`src/rtl/load_store_unit_pkg.sv`:
```
// Shared encodings, FSM states and byte-lane helpers for the load/store unit.
package load_store_unit_pkg;

    localparam int XLEN_DEF       = 32;
    localparam int REG_ADDR_W_DEF = 5;

    localparam logic [3:0] MEM_NONE = 4'd0;
    localparam logic [3:0] MEM_LB   = 4'd1;
    localparam logic [3:0] MEM_LH   = 4'd2;
    localparam logic [3:0] MEM_LW   = 4'd3;
    localparam logic [3:0] MEM_LBU  = 4'd4;
    localparam logic [3:0] MEM_LHU  = 4'd5;
    localparam logic [3:0] MEM_SB   = 4'd6;
    localparam logic [3:0] MEM_SH   = 4'd7;
    localparam logic [3:0] MEM_SW   = 4'd8;

    typedef enum logic [1:0] {
        ST_IDLE = 2'd0,
        ST_REQ  = 2'd1,
        ST_WAIT = 2'd2,
        ST_RESP = 2'd3
    } lsu_state_e;

    function automatic logic is_load(input logic [3:0] op);
        return (op == MEM_LB) || (op == MEM_LH) || (op == MEM_LW) ||
               (op == MEM_LBU) || (op == MEM_LHU);
    endfunction

    function automatic logic is_store(input logic [3:0] op);
        return (op == MEM_SB) || (op == MEM_SH) || (op == MEM_SW);
    endfunction

    function automatic logic is_mem(input logic [3:0] op);
        return (op != MEM_NONE) && (is_load(op) || is_store(op));
    endfunction

    function automatic logic is_misaligned(input logic [3:0] op, input logic [1:0] lsb);
        case (op)
            MEM_LH, MEM_LHU, MEM_SH: return lsb[0];
            MEM_LW, MEM_SW:          return |lsb;
            default:                 return 1'b0;
        endcase
    endfunction

    function automatic logic [3:0] store_strobe(input logic [3:0] op, input logic [1:0] lsb);
        case (op)
            MEM_SB:  return 4'b0001 << lsb;
            MEM_SH:  return lsb[1] ? 4'b1100 : 4'b0011;
            MEM_SW:  return 4'b1111;
            default: return 4'b0000;
        endcase
    endfunction

    function automatic logic [31:0] store_lanes(input logic [3:0] op, input logic [31:0] data);
        case (op)
            MEM_SB:  return {4{data[7:0]}};
            MEM_SH:  return {2{data[15:0]}};
            default: return data;
        endcase
    endfunction

endpackage

```
`src/rtl/load_store_unit_align.sv`:
```
// Load lane select and sign/zero extension (combinational).
module load_store_unit_align
    import load_store_unit_pkg::*;
(
    input  logic [31:0] rdata,
    input  logic [1:0]  lsb,
    input  logic [3:0]  op,
    output logic [31:0] value
);

    logic [7:0]  byte_sel;
    logic [15:0] half_sel;

    always_comb begin
        case (lsb)
            2'd0:    byte_sel = rdata[7:0];
            2'd1:    byte_sel = rdata[15:8];
            2'd2:    byte_sel = rdata[23:16];
            default: byte_sel = rdata[31:24];
        endcase
        half_sel = lsb[1] ? rdata[31:16] : rdata[15:0];
    end

    always_comb begin
        case (op)
            MEM_LB:  value = {{24{byte_sel[7]}}, byte_sel};
            MEM_LBU: value = {24'd0, byte_sel};
            MEM_LH:  value = {{16{half_sel[15]}}, half_sel};
            MEM_LHU: value = {16'd0, half_sel};
            default: value = rdata;
        endcase
    end

endmodule

```
`src/rtl/load_store_unit.sv`:
```
// Memory-access stage: req/gnt/rvalid data port, load alignment, one writeback beat per op.
// Define MISALIGN_TRAP_EN to fault misaligned half/word accesses instead of issuing them.
//
// state   | meaning
// IDLE    | ready to accept an instruction
// REQ     | bus request held until dmem_gnt
// WAIT    | load granted, waiting for dmem_rvalid
// RESP    | writeback beat held until wb_ready
module load_store_unit
    import load_store_unit_pkg::*;
#(
    parameter int XLEN       = XLEN_DEF,
    parameter int REG_ADDR_W = REG_ADDR_W_DEF
) (
    input  logic                  clk,
    input  logic                  rst,
    input  logic                  ex_valid,
    output logic                  ex_ready,
    input  logic [3:0]            mem_op,
    input  logic [XLEN-1:0]       addr,
    input  logic [XLEN-1:0]       store_data,
    input  logic [REG_ADDR_W-1:0] rd_in,
    output logic                  dmem_req,
    output logic                  dmem_we,
    output logic [XLEN-1:0]       dmem_addr,
    output logic [3:0]            dmem_wstrb,
    output logic [XLEN-1:0]       dmem_wdata,
    input  logic                  dmem_gnt,
    input  logic                  dmem_rvalid,
    input  logic [XLEN-1:0]       dmem_rdata,
    output logic                  wb_valid,
    input  logic                  wb_ready,
    output logic                  wb_we,
    output logic [REG_ADDR_W-1:0] wb_rd,
    output logic [XLEN-1:0]       wb_data,
    output logic                  misaligned
);

    lsu_state_e      state_q, state_d;
    logic [3:0]      op_q;
    logic [1:0]      lsb_q;
    logic [XLEN-1:0] load_value;
    logic            accept, fault_in, go_req;

`ifdef MISALIGN_TRAP_EN
    logic misaligned_q;
    assign fault_in   = is_misaligned(mem_op, addr[1:0]);
    assign misaligned = misaligned_q;

    always_ff @(posedge clk) begin
        if (rst)
            misaligned_q <= 1'b0;
        else if (accept)
            misaligned_q <= fault_in;
    end
`else
    assign fault_in   = 1'b0;
    assign misaligned = 1'b0;
`endif

    assign accept = ex_valid && ex_ready;
    assign go_req = is_mem(mem_op) && !fault_in;

    always_ff @(posedge clk) begin
        if (rst)
            state_q <= ST_IDLE;
        else
            state_q <= state_d;
    end

    always_comb begin
        state_d = state_q;
        case (state_q)
            ST_IDLE: if (ex_valid)    state_d = go_req ? ST_REQ : ST_RESP;
            ST_REQ:  if (dmem_gnt)    state_d = is_load(op_q) ? ST_WAIT : ST_RESP;
            ST_WAIT: if (dmem_rvalid) state_d = ST_RESP;
            ST_RESP: if (wb_ready)    state_d = ST_IDLE;
            default:                  state_d = ST_IDLE;
        endcase
    end

    always_comb begin
        ex_ready = (state_q == ST_IDLE);
        dmem_req = (state_q == ST_REQ);
        wb_valid = (state_q == ST_RESP);
    end

    load_store_unit_align u_load_align (
        .rdata (dmem_rdata),
        .lsb   (lsb_q),
        .op    (op_q),
        .value (load_value)
    );

    // Bus fields are loaded once at accept so they stay put for the whole REQ phase.
    always_ff @(posedge clk) begin
        if (rst) begin
            op_q       <= MEM_NONE;
            lsb_q      <= 2'd0;
            dmem_we    <= 1'b0;
            dmem_addr  <= '0;
            dmem_wstrb <= 4'b0000;
            dmem_wdata <= '0;
            wb_we      <= 1'b0;
            wb_rd      <= '0;
            wb_data    <= '0;
        end else begin
            if (accept) begin
                op_q      <= mem_op;
                lsb_q     <= addr[1:0];
                dmem_addr <= {addr[XLEN-1:2], 2'b00};
                wb_rd     <= rd_in;
                wb_data   <= addr;
                wb_we     <= !fault_in && !is_store(mem_op);
                if (go_req) begin
                    dmem_we    <= is_store(mem_op);
                    dmem_wstrb <= store_strobe(mem_op, addr[1:0]);
                    dmem_wdata <= store_lanes(mem_op, store_data);
                end else begin
                    dmem_we    <= 1'b0;
                    dmem_wstrb <= 4'b0000;
                end
            end
            if (state_q == ST_WAIT && dmem_rvalid)
                wb_data <= load_value;
        end
    end

endmodule
```
`config.mk`:
```
export PLATFORM = sky130hd
export DESIGN_NAME = load_store_unit
export DESIGN_NICKNAME = d
export VERILOG_FILES = /design/src/rtl/load_store_unit_pkg.sv /design/src/rtl/load_store_unit_align.sv /design/src/rtl/load_store_unit.sv
export SDC_FILE = /design/constraint.sdc
export NUM_CORES = 1
export LEC_CHECK = 0
export ABC_AREA = 1
export BUFFER_PORTS_ARGS = -buffer_cell sky130_fd_sc_hd__buf_2
export CORE_ASPECT_RATIO = 1.5
export CORE_MARGIN = 2
export CORE_UTILIZATION = 49
export DETAILED_ROUTE_END_ITERATION = 10
export PLACE_DENSITY = 0.81
export SLEW_MARGIN = 25
export SYNTH_ARGS = -nofsm -noshare
export SYNTH_HDL_FRONTEND = slang
export SYNTH_SLANG_ARGS = --single-unit
export TNS_END_PERCENT = 5
```
`constraint.sdc`:
```
create_clock -name clk -period 1.95 [get_ports clk]
set_clock_uncertainty 0.1 [all_clocks]
set_input_delay 0.39 -clock clk [delete_from_list [all_inputs] [get_ports clk]]
set_output_delay 0.39 -clock clk [all_outputs]
set_load 0.05 [all_outputs]
```
==> run metrics <==
hold violation total from the final report=0; Setup violations, final=0; final weighted congestion in routability-driven placement=0.942; flip-flop and latch count after synthesis=113; Max Cap Viol=0; gr usage total=0.300; first-pass GRT wire length=29,000 um; number of inserted diodes=0; Power Dens Cells=1560 mW/mm2; number of buffers inserted during clock tree synthesis=17; share of layout cells above drive strength 1=0.294; maximum number of pins on one net before global-route repair=57; slowest cell on the critical path=dfxtp_1; worst-case vdd ir drop=884 uV; Primary FF master, synth=dfxtp_1; iteration count of the initial detailed-routing pass=7; violation count after the first detailed-route iteration=323; cell taking the most area after synthesis=dfxtp_1; Total Wirelength=18,300 um; syn avg cell area=between 6 and 7 um2; post-detailed-route via-to-cell ratio=5.31; Detailed Place HPWL=13,400 um; leading cell types by total area after synthesis=dfxtp_1 41%, nand2_1 18%, a21oi_1 7.9%; area enclosed by the die boundary=0.0122 mm2; Critical Path, Cell by Cell=inv_1 -> ha_2 -> buf_2; via count of the routed design=around 6,300; fin worst setup slack=0.105 ns; average wire length per cell after detail routing=15.4 um; total of warnings raised by yosys=0; antenna-violating nets left=0; insertion delay of the later-clocked pin in the worst-skew pair=0.41 ns; transition time of the tightest slew-check pin=0.529 ns; gr ovfl total=0; TritonCTS sink count=between 100 and 150; Cell Area, Synth=0.00555 mm2; fraction of post-synthesis cell area in the top cell type by area=0.408; delay of the slowest critical-path stage=0.34 ns; share of flip-flops with an asynchronous set or reset=0; number of core rows=47; starting utilization of the core area=0.502; crit-path max FO=4; number of distinct library cells after synthesis=30; total placed instance area=0.00673 mm2; core region area=0.0111 mm2; worst hold slack across all endpoints=0.129 ns; unrepaired setup endpoints after global routing=no; Post CTS Setup Buffer Count=0; Leakage=3.79 nW; kind of start point of the critical path=flip-flop; final worst-path cycle share=0.946; dominant cell by count in the synthesized netlist=nand2_1; Final min period=1.85 ns; cell area after layout=0.00738 mm2; total area of multi-input combinational cells=0.00283 mm2; area growth from synthesis to layout=33.1%; Layout fillers=between 1,000 and 1,500; Die Y=134 um; fin. max-slew vios=0; kind of critical path=reg2out; fin cells=1,186; Port Buffer Count=roughly 220; CTS tree=built; number of global-route vias before repair=5,989; fmax=542 MHz; clock transition at the registers of the reported paths=0.05 ns; endpoint kind of the worst setup timing path=primary output; share of the yosys chip area belonging to registers=0.408; maximum buffer depth of the clock tree=2; detailed-route DRC error count=0; number of antenna violations at the first check in global routing=0; HP Class=in2reg; status=completed; Post-Place Setup Slack=0.115 ns; cells after synthesis=817; arrival time of data at the critical path endpoint=1.36 ns; number of top-level pins=222; flip-flop and latch area=0.00226 mm2; final net count=1,141; cell count after placement=1,154; post-route setup TNS=0 ns; Relative slew margins=0.647; EDFF count, synth=0; worst endpoint required time=approximately 1.5 ns; Clock Root Buffer=clkbuf_16; CTS H-tree depth=4; overall die width=90.9 um; list of most frequent post-synthesis cells=267 x nand2_1, 113 x dfxtp_1, 88 x a21oi_1
-- timing repair --
action / CTS / global route
endpoints found under the setup margin: 0 / 21
hold buffers: 0 / 0
resized for setup: 0 / 3
-- layout make-up --
class,count,area share
tap,147,0.0249
clock buffer,22,0.0656
inverter,47,0.0242
sequential,113,0.307
timing repair buffer,242,0.174
clock inverter,10,0.0210
multi-input combinational,605,0.383
-- flip-flops by register name (all words and copies together) (netlist names) --
| name | cells |
|---|---|
| dmem_wdata | 32 |
| wb_data | 32 |
| dmem_addr | 30 |
| wb_rd | 5 |
| dmem_wstrb | 4 |
| op_q | 4 |
| lsb_q | 2 |
| state_q | 2 |
| dmem_we | 1 |
| wb_we | 1 |
-- path summary, 6_finish.rpt --
| check | startpoint | slack (ns) | cells after the start | endpoint |
|---|---|---|---|---|
| min reg2reg | dmem_addr[16] | 0.36 | 2 | dmem_addr[16] |
| max | state_q[1] | 0.10 | 3 | ex_ready |
| min | rd_in[2] | 0.13 | 3 | wb_rd[2] |
| max reg2reg | state_q[0] | 0.16 | 8 | wb_data[6] |
-- layout by cell type (no fill, tap or decap), types with 4 or more instances in the layout --
cell       netlist  routed
nand2_1        267     265
buf_2           24     218
dfxtp_1        113     112
a21oi_1         88      88
nor2_1          60      60
nand3_1         58      58
o21ai_0         51      51
inv_1           42      41
a31oi_1         35      35
buf_4            6      22
clkbuf_16        0      17
nand2_2          5       7
o211ai_1         7       7
o21ai_1          7       7
inv_2            5       5
nand3_2          4       4
bufinv_16        0       4
clkbuf_8         0       4
clkinv_2         0       4
-- critical path: cells and delay by family (launching register included) --
kind	cells	cell delay, ns
buf+inv	2	0.39
flops	1	0.34
fa+ha+maj	1	0.22
-- layer usage --
| layer | up-vias | GRT usage | wire length, um |
|---|---|---|---|
| met1 | 2868 | 0.315 | 6630 |
| met3 | 42 | 0.0871 | 1390 |
| met5 | - | 0 | 0 |
| met4 | 0 | 0.144 | 601 |
| met2 | 287 | 0.546 | 9680 |
| li1 | 3104 | - | - |
-- cells by family after synthesis --
| logic type | Yosys count | synth area share |
|---|---|---|
| simple gates | 403 | 0.306 |
| compound gates | 195 | 0.191 |
| flops | 113 | 0.408 |
| buf+inv | 101 | 0.0853 |
| fa+ha+maj | 4 | 0.00903 |
| other cells | 1 | 0.000676 |
-- stage by stage --
stage | util | power, mW
floorplan | - | 7.00
global placement | 0.609 | 8.10
detailed placement | 0.609 | 8.16
CTS | 0.667 | 11.5
global route | 0.667 | 12.1
finish | 0.667 | 11.5
-- power by group --
part	leakage [nW]	internal [mW]	total [mW]	switching (mW)
combinational	2.55	1.30	5.03	3.74
sequential	0.928	2.84	3.14	0.300
clock	0.312	2.26	3.34	1.08
total	3.79	6.40	11.5	5.11
(Power assumes the default switching activity.)
